===== src/rtl/uart_parity_engine.sv =====
// UART parity engine: accumulates frame data parity, checks the received
// parity bit and keeps a saturating count of parity errors.
// Ports:
//   clk, reset    rising-edge clock, synchronous active-high reset
//   parity_mode   000 none, 001 odd, 010 even, 011 mark, 100 space
//   frame_start   starts or restarts a frame and latches parity_mode
//   bit_valid     qualifies bit_in (data LSB first, then parity)
//   clr_err       clears err_count
//   parity_bit    expected parity for the current frame
//   par_ready     high while the parity bit is expected
//   busy          high whenever a frame is in progress
//   frame_done    one-cycle pulse when a frame completes
//   parity_err    pulses with frame_done on a parity mismatch
//   err_count     saturating parity error count
module uart_parity_engine #(
  parameter int DATA_WIDTH = 8,
  parameter int ERR_CNT_W  = 8
) (
  input  logic                 clk,
  input  logic                 reset,
  input  logic [2:0]           parity_mode,
  input  logic                 frame_start,
  input  logic                 bit_valid,
  input  logic                 bit_in,
  input  logic                 clr_err,
  output logic                 parity_bit,
  output logic                 par_ready,
  output logic                 busy,
  output logic                 frame_done,
  output logic                 parity_err,
  output logic [ERR_CNT_W-1:0] err_count
);

  localparam int CNT_W = $clog2(DATA_WIDTH + 1);
  localparam logic [CNT_W-1:0] LAST = CNT_W'(DATA_WIDTH - 1);

  typedef enum logic [1:0] {
    IDLE = 2'd0,
    DATA = 2'd1,
    PAR  = 2'd2
  } state_t;

  state_t           state, state_d;
  logic             acc, acc_d;
  logic [CNT_W-1:0] cnt, cnt_d;
  logic [2:0]       mode_q, mode_d;
  logic             done_d, perr_d;
  logic             has_par;

  // Parity decode works only from registered state so parity_bit is
  // stable for the whole parity slot regardless of the input pins.
  always_comb begin
    parity_bit = 1'b0;
    has_par    = 1'b1;
    case (mode_q)
      3'b001:  parity_bit = ~acc;
      3'b010:  parity_bit = acc;
      3'b011:  parity_bit = 1'b1;
      3'b100:  parity_bit = 1'b0;
      default: has_par    = 1'b0;
    endcase
  end

  always_comb begin
    state_d = state;
    acc_d   = acc;
    cnt_d   = cnt;
    mode_d  = mode_q;
    done_d  = 1'b0;
    perr_d  = 1'b0;
    if (frame_start) begin
      // Restart from any state; a coincident bit is dropped.
      state_d = DATA;
      mode_d  = parity_mode;
      acc_d   = 1'b0;
      cnt_d   = '0;
    end else begin
      case (state)
        DATA: begin
          if (bit_valid) begin
            acc_d = acc ^ bit_in;
            cnt_d = cnt + CNT_W'(1);
            if (cnt == LAST) begin
              if (has_par) begin
                state_d = PAR;
              end else begin
                state_d = IDLE;
                done_d  = 1'b1;
              end
            end
          end
        end
        PAR: begin
          if (bit_valid) begin
            state_d = IDLE;
            done_d  = 1'b1;
            perr_d  = (bit_in != parity_bit);
          end
        end
        default: ;
      endcase
    end
  end

  always_ff @(posedge clk) begin
    if (reset) begin
      state      <= IDLE;
      acc        <= 1'b0;
      cnt        <= '0;
      mode_q     <= 3'b000;
      frame_done <= 1'b0;
      parity_err <= 1'b0;
    end else begin
      state      <= state_d;
      acc        <= acc_d;
      cnt        <= cnt_d;
      mode_q     <= mode_d;
      frame_done <= done_d;
      parity_err <= perr_d;
    end
  end

  // Clear wins over a coincident increment.
  always_ff @(posedge clk) begin
    if (reset || clr_err) begin
      err_count <= '0;
    end else if (perr_d && (err_count != {ERR_CNT_W{1'b1}})) begin
      err_count <= err_count + ERR_CNT_W'(1);
    end
  end

  assign busy      = (state != IDLE);
  assign par_ready = (state == PAR);

endmodule


===== config.mk =====
export PLATFORM = sky130hd
export DESIGN_NAME = uart_parity_engine
export DESIGN_NICKNAME = d
export VERILOG_FILES = /design/src/rtl/uart_parity_engine.sv
export SDC_FILE = /design/constraint.sdc
export NUM_CORES = 1
export LEC_CHECK = 0
export ABC_AREA = 1
export CAP_MARGIN = 20
export CELL_PAD_IN_SITES_DETAIL_PLACEMENT = 1
export CELL_PAD_IN_SITES_GLOBAL_PLACEMENT = 2
export CORE_MARGIN = 5
export CORE_UTILIZATION = 30
export CTS_CLUSTER_DIAMETER = 150
export CTS_CLUSTER_SIZE = 28
export DETAILED_ROUTE_END_ITERATION = 16
export GPL_ROUTABILITY_DRIVEN = 0
export HOLD_SLACK_MARGIN = 0.03
export PLACE_DENSITY_LB_ADDON = 0.1
export SYNTH_ARGS = -nofsm -noshare
export SYNTH_HDL_FRONTEND = slang
export SYNTH_SLANG_ARGS = --single-unit

===== constraint.sdc =====
create_clock -name clk -period 2.8 [get_ports clk]
set_input_delay 0.84 -clock clk [delete_from_list [all_inputs] [get_ports clk]]
set_output_delay 0.84 -clock clk [all_outputs]
set_load 0.02 [all_outputs]

==> run metrics, run 1 <==
status=complete, no violations; Final Critical Period=2.45 ns; DRC viols=0; Initial DRC Count=29; post-DR wirelength/cell=12.5 um; Post-CTS Setup Inserts=0; Seq/Total Area, Yosys=0.378; share of post-route cells with drive strength above 1=0.120; port bufs=21; num rows=21; clock slew at reported path FFs=0.11 ns; fin crit share=0.875; crit-path max FO=4; DIE HEIGHT=69.4 um; post-synthesis net count=155; CTS Sinks=20; diode count=0; ANT nets after route=0; FF-to-FF Start=state[0]$_SDFFE_PP0P_; Synth Register Bits=20; main flop type after synthesis=dfxtp_1; worst-path cell chain=nor2_2 > nor2_4 > nand2_2 > inv_1 > clkdlybuf4s50_1; Clk Latency, worst-skew pair=0.30 ns; reg2reg end=err_count[1]$_SDFFE_PP0P_; Starting Density=0.312; initial antenna violation count=0; post-cts sizing count=0; RSZ-0062 raised after global routing=false; first-pass GRT wire length=4.80 mm; total wire length=2.65 mm; cell area after synthesis=0.00106 mm2; final setup margin=0.349 ns; dpl hpwl=2.15 mm; Synth cell types=25; number of max-cap violations=0; H-tree level count=1; Crit Path Category=flip-flop to primary output; Crit. End Element=primary output; reg2reg path depth=7; CTS tree=done; Hold Path Depth=2; CP bufs+invs=2; worst slew pin tran=0.316 ns; area grow syn2layout=28.7%; slowest cell delay on critical path=0.59 ns; Cells after Synth=141; worst vdd ir=0.000221 V; CORE AREA=0.00339 mm2; Worst Clk Skew=0.00119 ns; vias in the first global route=1001; Synthesis Warnings=0; Hold-fix buffers, CTS=0; FFs w/ async S/R, synth=0; min-delay src=cnt[2]$_SDFFE_PP0P_; register-to-register setup slack=1.22 ns; Slowest-stage cell, CP=clkdlybuf4s50_1; Critical Path AT=1.61 ns; max-slew violations=0; I/O pin total=22; maximum clock path buffer count=2; Hold Path Class=flip-flop to flip-flop; final hold vios=0; Die Width=69.4 um; Placed Cells=208; EDFF count, synth=0; Max-Slew Margin vs Limit=0.789; Mapped Avg Cell Area=7.51 um2; Place WS=0.491 ns; WHS Endpoint=cnt[2]$_SDFFE_PP0P_; Startpoint Class=flip-flop; Vias per Instance=4.54; pwr dens=383 mW/mm2; via count=963; fin util=0.402; Max Clock Freq=0.408 GHz; Layout Nets=181; setup_tns=0 ns; Overall Global Routing Usage=0.124; Crit path max-delay family=buffers and inverters; WP data required=1.96 ns; Static Leak=0.000528 uW; final setup violation count=0; die area=0.00482 mm2; maximum number of pins on one net before global-route repair=12; grt total ovfl=0; CTS root buf=clkbuf_4; drt first pass iters=4; Finished Layout Cells=212; TritonCTS Buffers=3
-- area by class of cell --
cell class	instances	area [um2]
Fill cell	421	2030
Multi-Input combinational cell	101	581
Sequential cell	20	400
Timing Repair Buffer	21	210
Inverter	20	77.6
Tap cell	46	57.6
Clock buffer	4	36.3
-- layer usage --
layer  global-route usage  share of wire
met1                0.152           0.49
met2                0.201           0.45
met3               0.0435          0.042
met4               0.0390          0.012
met5                    0              0
-- worst max-delay path by stage --
stage          cells past startpoint  slack (ns)                         to             startpoint
2_1_floorplan                      5        1.15  err_count[6]$_SDFFE_PP0P_              bit_valid
3_3_place_gp                       6        0.53  err_count[6]$_SDFFE_PP0P_              bit_valid
3_5_place_dp                       6        0.49  err_count[0]$_SDFFE_PP0P_              bit_valid
4_1_cts                            5        0.32                 parity_bit       acc$_SDFFE_PP0P_
5_1_grt                            4        0.23                       busy  state[0]$_SDFFE_PP0P_
6_report                           5        0.35                 parity_bit       acc$_SDFFE_PP0P_
-- flip-flops by register name (all words and copies together), names as in the netlist --
name	cells
acc	1
cnt	4
err_count	8
frame_done	1
mode_q	3
parity_err	1
state	2
-- cell usage after synthesis, types with 2 or more instances --
cell type	n	area [um2]
nor2_2	3	18.8
a21oi_1	13	65.1
nand2_2	3	18.8
nand2_4	2	22.5
ha_1	5	62.6
dfxtp_1	20	400
inv_1	17	63.8
o21ai_0	4	20.0
inv_2	2	7.51
nor2_1	22	82.6
nor3_1	2	10.0
o21ai_1	3	15.0
xor2_1	6	52.6
nand3_1	10	50.1
nand2_1	19	71.3
-- worst reg2reg max path: stages, from the launching register on --
cell,delay [ns]
dfxtp_1,0.35
inv_1,0.09
ha_1,0.21
nand2_1,0.11
nor2_1,0.24
nand4_2,0.26
o21ai_1,0.19
nor2_1,0.05
-- metrics by stage --
step / hold slack, ns / power, uW / area, um2
6_report: 0.471 / 521 / 1360
5_1_grt: 0.499 / 556 / 1360
4_1_cts: 0.472 / 534 / 1360
3_5_place_dp: 0.454 / 362 / 1330
3_3_place_gp: 0.456 / 360 / 1330
2_1_floorplan: 0.435 / 335 / 1060
-- cells in the final DEF, fill, tap and decap left out, drive strengths merged, types with 5 or more instances in the layout --
| cell | instances |
|---|---|
| nor2 | 27 |
| dfxtp | 20 |
| xor2 | 6 |
| o21ai | 7 |
| inv | 20 |
| ha | 5 |
| clkdlybuf4s50 | 21 |
| nand3 | 11 |
| a21oi | 13 |
| nand2 | 24 |
-- cell families (layout without fill, tap and decap cells) --
family | count (synthesis) | in the layout | share of synthesized area
simple gates | 67 | 67 | 0.325
compound gates | 23 | 23 | 0.115
flops | 20 | 20 | 0.378
buf+inv | 20 | 45 | 0.0733
xor+xnor | 6 | 6 | 0.0496
fa+ha+maj | 5 | 5 | 0.0591
-- where the power goes --
group | internal, uW | switching (uW)
Sequential | 290 | 4.97
Clock | 79.3 | 88.1
Combinational | 25.8 | 33.7
No activity file was read; power rests on OpenSTA's default activity.
==> run 2: changes to the inputs <==
ABC_AREA = not set   (was 1)
CORE_UTILIZATION = 31   (was 30)
==> run metrics, run 2 <==
status=complete, no violations; most frequent cells in the layout=21 x clkdlybuf4s50_1, 20 x dfxtp_1, 14 x nor2_1; fin util=0.420 (+0.0178); FFs w/ async S/R, synth=0 (unchanged); WP data required=1.96 ns (about the same); biggest regs=err_count (8), cnt (4), mode_q (3); Initial DRC Count=61 (+110%); Layout Nets=155 (-14%); fin crit share=0.908 (+0.0321); drt first pass iters=3 (-1); maximum clock path buffer count=2 (unchanged); worst slew pin tran=0.395 ns (+0.0786 ns); Starting Density=0.326 (+0.0139); post-synthesis net count=130 (-16%); DRC viols=0 (unchanged); Area contributors post-synth=dfxtp_1 40%, mux2i_1 6.9%, ha_1 6.2%; Max Clock Freq=0.394 GHz (-3.5%); pwr dens=398 mW/mm2 (+4.1%); Hold Path Depth=2 (unchanged); port bufs=21 (unchanged); number of flip-flops in the largest register=8 (unchanged); Mapped Avg Cell Area=8.73 um2 (+16%); I/O pin total=22 (unchanged); H-tree level count=1 (unchanged); WHS Endpoint=cnt[1]$_SDFFE_PP0P_; Clk Latency, worst-skew pair=0.30 ns (about the same); CORE AREA=0.00310 mm2 (-8.5%); Critical Path AT=1.70 ns (+0.09 ns); min-delay src=cnt[1]$_SDFFE_PP0P_; CTS Sinks=20 (unchanged); worst vdd ir=0.000183 V (-17%); number of max-cap violations=0 (unchanged); Overall Global Routing Usage=0.129 (+0.00543); register-to-register setup slack=0.95 ns (-0.27 ns); post-cts sizing count=0 (unchanged); maximum number of pins on one net before global-route repair=12 (unchanged); Crit. End Element=primary output; crit-path max FO=5 (+1); Synth Register Bits=20 (unchanged); FF-to-FF Start=state[0]$_SDFFE_PP0P_; dpl hpwl=2.02 mm (-6.0%); Startpoint Class=flip-flop; Cells after Synth=116 (-18%); initial antenna violation count=0 (unchanged); setup_tns=0 ns (unchanged); grt total ovfl=0 (unchanged); Worst Clk Skew=0.00130 ns (+0.000117 ns); CTS tree=done; via count=895 (-7.1%); num rows=20 (-4.8%); share of post-route cells with drive strength above 1=0.0857 (-0.0348); Synth cell types=31 (+24%); Commonest cells post-synth=20 x dfxtp_1, 14 x nor2_1, 10 x nand2_1, 9 x a21oi_1, 7 x mux2i_1; final setup violation count=0 (unchanged); max-slew violations=0 (unchanged); vias in the first global route=952 (-4.9%); TritonCTS Buffers=3 (unchanged); diode count=0 (unchanged); Vias per Instance=4.86 (+7.1%); Crit Path Category=flip-flop to primary output; commonest non-fill, non-tap cell in the layout=clkdlybuf4s50_1; Yosys top cell area share=0.396 (+0.0173); reg2reg path depth=7 (unchanged); area leader, netlist=dfxtp_1; DIE HEIGHT=67.1 um (-3.3%); main flop type after synthesis=dfxtp_1; EDFF count, synth=0 (unchanged); RSZ-0062 raised after global routing=false; Max-Slew Margin vs Limit=0.729 (-0.0591); Seq/Total Area, Yosys=0.396 (+0.0173); reg2reg end=err_count[7]$_SDFFE_PP0P_; Reg with most FFs=err_count; die area=0.00451 mm2 (-6.4%); Synthesis Warnings=0 (unchanged); post-DR wirelength/cell=13.7 um (+9.8%); Die Width=67.1 um (-3.3%); clock slew at reported path FFs=0.12 ns (about the same); CTS root buf=clkbuf_4; total wire length=2.53 mm (-4.7%); top-count cell post-synth=dfxtp_1; Hold Path Class=flip-flop to flip-flop; ANT nets after route=0 (unchanged); final hold vios=0 (unchanged); cell area after synthesis=0.00101 mm2 (-4.4%); Post-CTS Setup Inserts=0 (unchanged); first-pass GRT wire length=4.50 mm (-6.3%); Hold-fix buffers, CTS=0 (unchanged); Final Critical Period=2.54 ns (+0.0898 ns); area grow syn2layout=28.7% (about the same); Static Leak=0.000484 uW (-8.3%)
-- run 2: cell count changes after synthesis, moves of 4 or more --
cell | before | now
nor2_1 | 22 | 14
nand3_1 | 10 | 6
or3_1 | 0 | 4
a21oi_1 | 13 | 9
mux2i_1 | 0 | 7
inv_1 | 17 | 5
nand2_1 | 19 | 10
-- run 2: final cells by class --
| type | count | area, um2 |
|---|---|---|
| timing repair buffer | 23 | 225 |
| clock buffer | 4 | 36.3 |
| tap | 44 | 55.1 |
| fill | 408 | 1800 |
| inverter | 5 | 18.8 |
| multi-input combinational | 88 | 567 |
| sequential | 20 | 400 |
-- run 2: cells by family after synthesis --
family / Yosys count / synth area share
AOI/OAI and AO/OA: 20 / 0.117
DFF: 20 / 0.396
muxes: 7 / 0.0692
and+or+nand+nor: 50 / 0.260
xor gates and xnor gates: 6 / 0.0519
adders and majority gates: 5 / 0.0618
buffers and inverters: 8 / 0.0445
-- run 2: report_power, final --
| group | total, uW | internal [uW] | switching, uW |
|---|---|---|---|
| registers | 294 | 289 | 4.68 |
| logic | 53.3 | 27.0 | 26.3 |
| clock network | 172 | 79.2 | 92.7 |
| total | 519 | 395 | 124 |
-- run 2: worst max path at each step --
| stage | from | to | slack (ns) | cells past startpoint |
|---|---|---|---|---|
| finish | acc$_SDFFE_PP0P_ | parity_bit | 0.26 | 3 |
| global route | acc$_SDFFE_PP0P_ | parity_bit | 0.13 | 3 |
| CTS | acc$_SDFFE_PP0P_ | parity_bit | 0.24 | 3 |
| detailed placement | frame_start | err_count[7]$_SDFFE_PP0P_ | 0.25 | 6 |
| global placement | frame_start | err_count[7]$_SDFFE_PP0P_ | 0.26 | 6 |
| floorplan | frame_start | err_count[2]$_SDFFE_PP0P_ | 0.70 | 6 |
-- run 2: critical path, stage by stage (launching register included) --
cell and delay [ns]:
dfxtp_1 0.38, mux2i_1 0.40, nor2_1 0.07, clkdlybuf4s50_1 0.55
-- run 2: metrics by stage --
stage	power (uW)	instance area (um2)	setup WS, ns	hold WS [ns]	cells
final	519	1300	0.259	0.495	184
after detailed placement	354	1270	0.245	0.486	180
after floorplan	330	1010	0.695	0.454	116
after global placement	353	1270	0.257	0.473	180
after CTS	531	1300	0.239	0.504	184
after global routing	552	1300	0.133	0.523	184
-- run 2: layer usage --
metal,part of all wire,GRT usage,vias up
met2,0.45,0.195,11
met3,0.025,0.0283,2
met4,0.0051,0.0380,0
li1,-,-,454
met5,0,0,-
met1,0.52,0.183,428
